File: src/rtl/cpu_phase_sequencer_if.sv
// cpu_phase_sequencer_if: control, memory handshake and status bundle between the
// instruction sequencer (master) and the datapath/memory side (slave).
interface cpu_phase_sequencer_if #(
    parameter int DATA_W = 32,
    parameter int STEP_W = 3
);
    logic              stop;
    logic              run_req;
    logic [DATA_W-1:0] ir;
    logic [STEP_W-1:0] exec_len;
    logic              step_mem;
    logic              mem_ready;
    logic              mem_req;
    logic [2:0]        phase;
    logic [STEP_W-1:0] step;
    logic              pcout_marin;
    logic              incpc;
    logic              mdrin;
    logic              irin;
    logic              run;
    logic              bus_err;
    logic [31:0]       instr_count;

    modport master (
        input  stop, run_req, ir, exec_len, step_mem, mem_ready,
        output mem_req, phase, step, pcout_marin, incpc, mdrin, irin, run, bus_err, instr_count
    );

    modport slave (
        output stop, run_req, ir, exec_len, step_mem, mem_ready,
        input  mem_req, phase, step, pcout_marin, incpc, mdrin, irin, run, bus_err, instr_count
    );
endinterface

File: src/rtl/cpu_phase_sequencer.sv
// cpu_phase_sequencer: fetch/decode/execute sequencer with variable-length execute steps,
// memory request timeout, halt/run control and a retired-instruction counter.
module cpu_phase_sequencer #(
    parameter int DATA_W  = 32,
    parameter int OPW     = 5,
    parameter int HALT_OP = 27,
    parameter int STEP_W  = 3,
    parameter int TIMEOUT = 15
) (
    input logic                   clk,
    input logic                   rst,
    cpu_phase_sequencer_if.master bus
);
    typedef enum logic [2:0] {
        HALT = 3'd0,
        F0   = 3'd1,
        F1   = 3'd2,
        F2   = 3'd3,
        DEC  = 3'd4,
        EXEC = 3'd5,
        ERR  = 3'd7
    } state_t;

    localparam int WW = $clog2(TIMEOUT + 1);

    state_t            state, state_nx;
    logic [STEP_W-1:0] step_q;
    logic [STEP_W:0]   len_q;
    logic [WW-1:0]     wait_q;
    logic [31:0]       count_q;
    logic [OPW-1:0]    opcode;
    logic              halt_op, waiting, timed_out, step_done, last_step, retire;

    assign opcode    = bus.ir[DATA_W-1 -: OPW];
    assign halt_op   = opcode == OPW'(HALT_OP);
    assign waiting   = bus.mem_req & ~bus.mem_ready;
    assign timed_out = waiting & (wait_q == WW'(TIMEOUT - 1));
    assign step_done = (state == EXEC) & (~bus.step_mem | bus.mem_ready);
    assign last_step = {1'b0, step_q} == len_q - (STEP_W + 1)'(1);
    assign retire    = ((state == DEC) & halt_op) | (step_done & last_step);

    always_ff @(posedge clk or posedge rst) begin
        if (rst) state <= HALT;
        else     state <= state_nx;
    end

    always_comb begin
        state_nx = state;
        case (state)
            HALT:    state_nx = bus.run_req & ~bus.stop ? F0 : HALT;
            F0:      state_nx = F1;
            F1:      state_nx = bus.mem_ready ? F2 : timed_out ? ERR : F1;
            F2:      state_nx = DEC;
            DEC:     state_nx = halt_op ? HALT : EXEC;
            EXEC:    state_nx = timed_out ? ERR : retire ? (bus.stop ? HALT : F0) : EXEC;
            default: state_nx = ERR;
        endcase
    end

    always_comb begin
        bus.mem_req     = (state == F1) | ((state == EXEC) & bus.step_mem);
        bus.phase       = state;
        bus.step        = state == EXEC ? step_q : '0;
        bus.pcout_marin = state == F0;
        bus.incpc       = state == F0;
        bus.mdrin       = (state == F1) & bus.mem_ready;
        bus.irin        = state == F2;
        bus.run         = (state != HALT) & (state != ERR);
        bus.bus_err     = state == ERR;
        bus.instr_count = count_q;
    end

    // wait_q restarts from zero whenever a request completes or is not being made
    always_ff @(posedge clk or posedge rst) begin
        if (rst) begin
            step_q  <= '0;
            len_q   <= '0;
            wait_q  <= '0;
            count_q <= '0;
        end else begin
            len_q   <= state != DEC ? len_q :
                       bus.exec_len == '0 ? (STEP_W + 1)'(2 ** STEP_W) : {1'b0, bus.exec_len};
            step_q  <= state != EXEC ? '0 : step_done ? (last_step ? '0 : step_q + 1'b1) : step_q;
            wait_q  <= waiting ? wait_q + 1'b1 : '0;
            count_q <= count_q + 32'(retire);
        end
    end
endmodule

File: src/flat_wrapper.sv
// flat-port wrapper written by rule: the top's interface ports become plain ports
module cpu_phase_sequencer_flat 
#(
    parameter int DATA_W  = 32,
    parameter int OPW     = 5,
    parameter int HALT_OP = 27,
    parameter int STEP_W  = 3,
    parameter int TIMEOUT = 15
)
  (clk, rst, bus_stop, bus_run_req, bus_ir, bus_exec_len, bus_step_mem, bus_mem_ready, bus_mem_req, bus_phase, bus_step, bus_pcout_marin, bus_incpc, bus_mdrin, bus_irin, bus_run, bus_bus_err, bus_instr_count);
  cpu_phase_sequencer_if #(.DATA_W(DATA_W), .STEP_W(STEP_W)) bus_i ();
  input logic clk;
  input logic rst;
  input wire logic [$bits(bus_i.stop)-1:0] bus_stop;
  input wire logic [$bits(bus_i.run_req)-1:0] bus_run_req;
  input wire logic [$bits(bus_i.ir)-1:0] bus_ir;
  input wire logic [$bits(bus_i.exec_len)-1:0] bus_exec_len;
  input wire logic [$bits(bus_i.step_mem)-1:0] bus_step_mem;
  input wire logic [$bits(bus_i.mem_ready)-1:0] bus_mem_ready;
  output wire logic [$bits(bus_i.mem_req)-1:0] bus_mem_req;
  output wire logic [$bits(bus_i.phase)-1:0] bus_phase;
  output wire logic [$bits(bus_i.step)-1:0] bus_step;
  output wire logic [$bits(bus_i.pcout_marin)-1:0] bus_pcout_marin;
  output wire logic [$bits(bus_i.incpc)-1:0] bus_incpc;
  output wire logic [$bits(bus_i.mdrin)-1:0] bus_mdrin;
  output wire logic [$bits(bus_i.irin)-1:0] bus_irin;
  output wire logic [$bits(bus_i.run)-1:0] bus_run;
  output wire logic [$bits(bus_i.bus_err)-1:0] bus_bus_err;
  output wire logic [$bits(bus_i.instr_count)-1:0] bus_instr_count;
  assign bus_i.stop = bus_stop;
  assign bus_i.run_req = bus_run_req;
  assign bus_i.ir = bus_ir;
  assign bus_i.exec_len = bus_exec_len;
  assign bus_i.step_mem = bus_step_mem;
  assign bus_i.mem_ready = bus_mem_ready;
  assign bus_mem_req = bus_i.mem_req;
  assign bus_phase = bus_i.phase;
  assign bus_step = bus_i.step;
  assign bus_pcout_marin = bus_i.pcout_marin;
  assign bus_incpc = bus_i.incpc;
  assign bus_mdrin = bus_i.mdrin;
  assign bus_irin = bus_i.irin;
  assign bus_run = bus_i.run;
  assign bus_bus_err = bus_i.bus_err;
  assign bus_instr_count = bus_i.instr_count;
  cpu_phase_sequencer #(.DATA_W(DATA_W), .OPW(OPW), .HALT_OP(HALT_OP), .STEP_W(STEP_W), .TIMEOUT(TIMEOUT)) u_core (.clk(clk), .rst(rst), .bus(bus_i));
endmodule
File: config.mk
export PLATFORM = sky130hd
export DESIGN_NAME = cpu_phase_sequencer_flat
export DESIGN_NICKNAME = d
export VERILOG_FILES = /design/src/rtl/cpu_phase_sequencer_if.sv /design/src/rtl/cpu_phase_sequencer.sv /design/src/flat_wrapper.sv
export SDC_FILE = /design/constraint.sdc
export NUM_CORES = 1
export LEC_CHECK = 0
export ABC_AREA = 1
export CAP_MARGIN = 30
export CELL_PAD_IN_SITES_DETAIL_PLACEMENT = 0
export CELL_PAD_IN_SITES_GLOBAL_PLACEMENT = 1
export CORE_MARGIN = 2
export CORE_UTILIZATION = 35
export DETAILED_ROUTE_END_ITERATION = 16
export GPL_ROUTABILITY_DRIVEN = 1
export PLACE_DENSITY = 0.83
export SETUP_SLACK_MARGIN = 0.5
export SYNTH_ARGS = -nofsm -noshare
export SYNTH_HDL_FRONTEND = slang
export SYNTH_SLANG_ARGS = --single-unit
File: constraint.sdc
create_clock -name clk -period 3.7 [get_ports clk]
set_input_delay 0.37 -clock clk [delete_from_list [all_inputs] [get_ports clk]]
set_output_delay 0.37 -clock clk [all_outputs]
set_load 0.02 [all_outputs]
# Word-level counts from Yosys, hierarchy flattened
# Cells that the tools add are included.
# word_totals
register_bits	46
out_inout_bits	45
# classes
n_mux	14
n_bitwise	15
n_addsub	4
reduce_logical	4
eq_ne	12
# op_table
cell	count
adder 32 x 1 -> 32 bit	1
2-to-1 mux 3 bit	9
one-hot mux 3 bit (6 select lines)	1
AND 1 bit	9
== test 3 bit (second input constant)	3
inequality test 3 bit (second input constant)	3
2-to-1 mux 4 bit	2
== test 3 x 2 -> 1 bit (second input constant)	2
zero test 3 bit	2
== test 5 bit (second input constant)	1
adder 4 x 1 -> 4 bit (second input constant)	1
== test 3 x 4 -> 1 bit	1
== test 4 bit (second input constant)	1
subtractor 4 x 1 -> 4 bit (second input constant)	1
adder 3 x 1 -> 3 bit (second input constant)	1
== test 3 x 1 -> 1 bit (second input constant)	1
inverter 1 bit	3
OR 1 bit	3
nonzero test 3 bit	1
2-to-1 mux 1 bit	2
nonzero test 2 bit	1

# Longest topological paths before layout
# depth
depth_word	8
depth_mapped	19
ltp_nobuf	19

# Least setup slack after synthesis
# Ideal clock, no wire load.
# synth_path
kind	reg2reg
start	reg u_core.state[1] (netlist: u_core.bus.phase[1])
end	reg u_core.count_q[26] (netlist: u_core.bus.instr_count[26])
t_arrival_ns	2.207
path_slack_ns	1.373
t_required_ns	3.580
synth_period_minus_slack_ns	2.327
stages_incl_launch_ff	15
setup_time_ns	0.120
path_buffers	0
cell_sequence	dfrtp_1 -> inv_2 -> nand3_2 -> nor2_1 -> nand4_1 -> nand2_1 -> ha_1 -> ha_1 -> nand3_4 -> nor2_4 -> inv_4 -> nor2_8 -> nand3_2 -> o21ai_1 -> nand2_1
# synth_via
elab_chain_len	5
# synth_rtl
item	line_no	text
start, declared	cpu_phase_sequencer.sv:26	state_t state, state_nx;
start signal, assigned	cpu_phase_sequencer.sv:44	else state <= state_nx;
== test 3 bit	cpu_phase_sequencer.sv:38	assign step_done = (state == EXEC) & (~bus.step_mem | bus.mem_ready);
AND 1 bit	cpu_phase_sequencer.sv:38	
AND 1 bit	cpu_phase_sequencer.sv:40	assign retire = ((state == DEC) & halt_op) | (step_done & last_step);
OR 1 bit (*)	cpu_phase_sequencer.sv:40	
adder 32 x 1 -> 32 bit (*)	cpu_phase_sequencer.sv:85	count_q <= count_q + 32'(retire);
end signal, assigned	cpu_phase_sequencer.sv:85	
end, declared	cpu_phase_sequencer.sv:30	logic [31:0] count_q;
# Mark *: on every way between the ends. The rest lies on a longest branch, timed or not.
# A chain may end at the register's enable or synchronous reset.

# Worst setup path in the final report
# layout_path
start	reg u_core.state[1] (netlist: u_core.bus.phase[1])
end	reg u_core.count_q[24] (netlist: u_core.bus.instr_count[24])
# Same word-level chain as after synthesis.

==> out/metrics.csv <==
metric;value;unit
outcome;completed;
gr usage total;15.5;%
die height;89.4;um
diode count;0;
CTS root buffer;clkbuf_8;
I/O Buffers;58;
Final nets;422;
Final period util;71.0;%
Avg WL per Cell;12.1;um
routability cong.;0.784;
drt total wl;5.72;mm
unrepaired setup endpoints after global routing;false;
post-synth top area share;45.1;%
setup_tns;0;ns
top cells by area, synth;dfrtp_1 (45%), nand2_1 (11%), nor2_1 (7.1%);
achievable frequency;0.381;GHz
Post-CTS Hold Buffers;0;
ratio of cells with drive above 1 in the final layout;7.73;%
initial core utilization;35.8;%
Max-Cap Viols;0;
die area;7990;um^2
CTS max path bufs;2;
Worst setup SP type;register;
crit-path max cell delay;0.45;ns
Cell Pwr Density;423;nW/um^2
Syn Area/Cell;8.23;um^2
DPL Wire Length;4.68;mm
Min-Delay Path Class;in2async;
CTS clock-pin slew for the worst setup and hold paths;0.08;ns
worst skew pair latency;0.30;ns
Min Clock Period, post-route;2.63;ns
H-tree levels;2;
Post-CTS Resized;0;
commonest non-fill, non-tap cell in the layout;nand2_1;
CTS Sinks;46;
initial drt markers;89;
Row Count;31;
Slew @ Worst Pin;0.550;ns
largest net degree at the start of global routing;25;
Die X;89.4;um
io pins;86;
initial antenna violation count;0;
area grow syn2layout;31.4;%
area of the multi-input gates;1260;um^2
cells after synthesis;310;
crit end category;register;
ANT nets after route;0;
worst-path maximum fanout;7;
register area;1150;um^2
worst path required time;3.89;ns
Seq/Total Area, Yosys;45.1;%
area leader, netlist;dfrtp_1;
via count;2140;
Initial DRT Pass Iterations;5;
#FFs+latches synth;46;
Slew Viols, Final;0;
Place WS;0.784;ns
CTS tree;built;
Vias/cell;4.51;
P_leak;1.53;nW
Synthesis Warnings;0;
Worst Path Buf+Inv;2;
most frequent cells in the layout;nand2_1 (72), clkdlybuf4s50_1 (58), nor2_1 (48);
Synth Cell Area;2550;um^2
DRC viols;0;
core area;7140;um^2
Arr. time, crit path;2.82;ns
setup bufs post-CTS;0;
Worst VDD drop;161;uV
worst path cell trace;inv_2, nand3_2, nor2_1, nand4_1, nand2_1, ha_1, ha_1, nand3_4, nor2_4, inv_4, nor2_1, nand2_1, xnor2_1;
Critical-path top delay cell;dfrtp_1;
Slew Limit Headroom;63.3;%
Worst path top cell family by delay;simple AND/OR/NAND/NOR gates;
final hold viol count;0;
vias in the first global route;2029;
CP Class;reg2reg;
Setup Skew;0.00761;ns
syn_nets;357;
first-pass GRT wire length;9.60;mm
final setup margin;1.07;ns
number of buffers created by CTS;5;
Fillers;753;
final setup violation count;0;
gr ovfl total;0;
Netlist cell types;26;
==> metal layers <==
metal	global-route usage [%]	wire length, um	vias up
li1	-	-	1114
met1	22.1	2770	993
met2	23.7	2680	27
met3	3.14	191	6
met4	4.88	83	0
met5	0	0	-
==> registers in the layout, indices dropped and copies added, names as in the netlist <==
register and flops:
u_core.wait_q 4, u_core.len_q 4, u_core.step_q 3, u_core.bus.instr_count 32, u_core.bus.phase 3
==> report_power, final <==
part / leakage (nW) / internal, mW / switching (mW)
Sequential: 0.609 / 0.556 / 0.0583
Combinational: 0.880 / 0.213 / 0.299
Clock: 0.0383 / 0.130 / 0.163
==> cell families (layout without fill, tap and decap cells) <==
family | count (synthesis) | in the layout | synth area share [%]
buf+inv | 37 | 102 | 5.69
compound gates | 14 | 14 | 2.89
xor+xnor | 32 | 32 | 11.0
simple gates | 175 | 175 | 32.4
flops | 46 | 46 | 45.1
fa+ha+maj | 6 | 6 | 2.94
==> cells in the mapped netlist <==
master	n
nand3_1	16
buf_4	1
nand2_1	72
o2bb2ai_1	1
nand3_2	3
nor3_2	2
inv_2	3
nand3b_1	2
nand4_1	10
o21ai_1	1
o21ai_0	6
dfrtp_1	46
xor2_1	19
nor2_2	5
ha_1	6
xnor2_1	13
nor2_8	1
a21oi_1	6
nand3_4	1
nor3_1	7
nor2_1	48
nor2_4	3
nand2_2	3
and3_1	2
inv_1	32
inv_4	1
==> per-stage QoR <==
stage	instance area, um^2	instances	utilization (%)	total power [mW]	hold WS, ns
final	3350	474	47.0	1.42	0.437
after global routing	3350	474	47.0	1.53	0.480
after CTS	3350	474	47.0	1.44	0.453
after detailed placement	3280	467	45.9	1.14	0.475
after global placement	3250	466	45.5	1.13	0.461
after floorplan	2550	310	-	0.942	0.451
==> final cells by class <==
type,instances,share of cell area [%]
Clock buffer,7,2.28
Inverter,36,4.10
Multi-Input combinational cell,227,37.5
Sequential cell,46,34.3
Tap cell,99,3.69
Timing Repair Buffer,59,18.1
==> final timing paths <==
kind	startpoint	slack, ns	depth (start not counted)	end
worst min register to register	u_core.bus.instr_count[31]	0.48	1	u_core.bus.instr_count[31]
worst min-delay path	rst	0.44	2	u_core.bus.instr_count[21]
max in group asynchronous	rst	2.77	3	u_core.bus.instr_count[6]
min in group clk	u_core.bus.instr_count[31]	0.48	1	u_core.bus.instr_count[31]
worst max register to register	u_core.bus.phase[1]	1.07	13	u_core.bus.instr_count[24]
worst max-delay path	u_core.bus.phase[1]	1.07	13	u_core.bus.instr_count[24]
No activity file was read; power rests on OpenSTA's default activity.
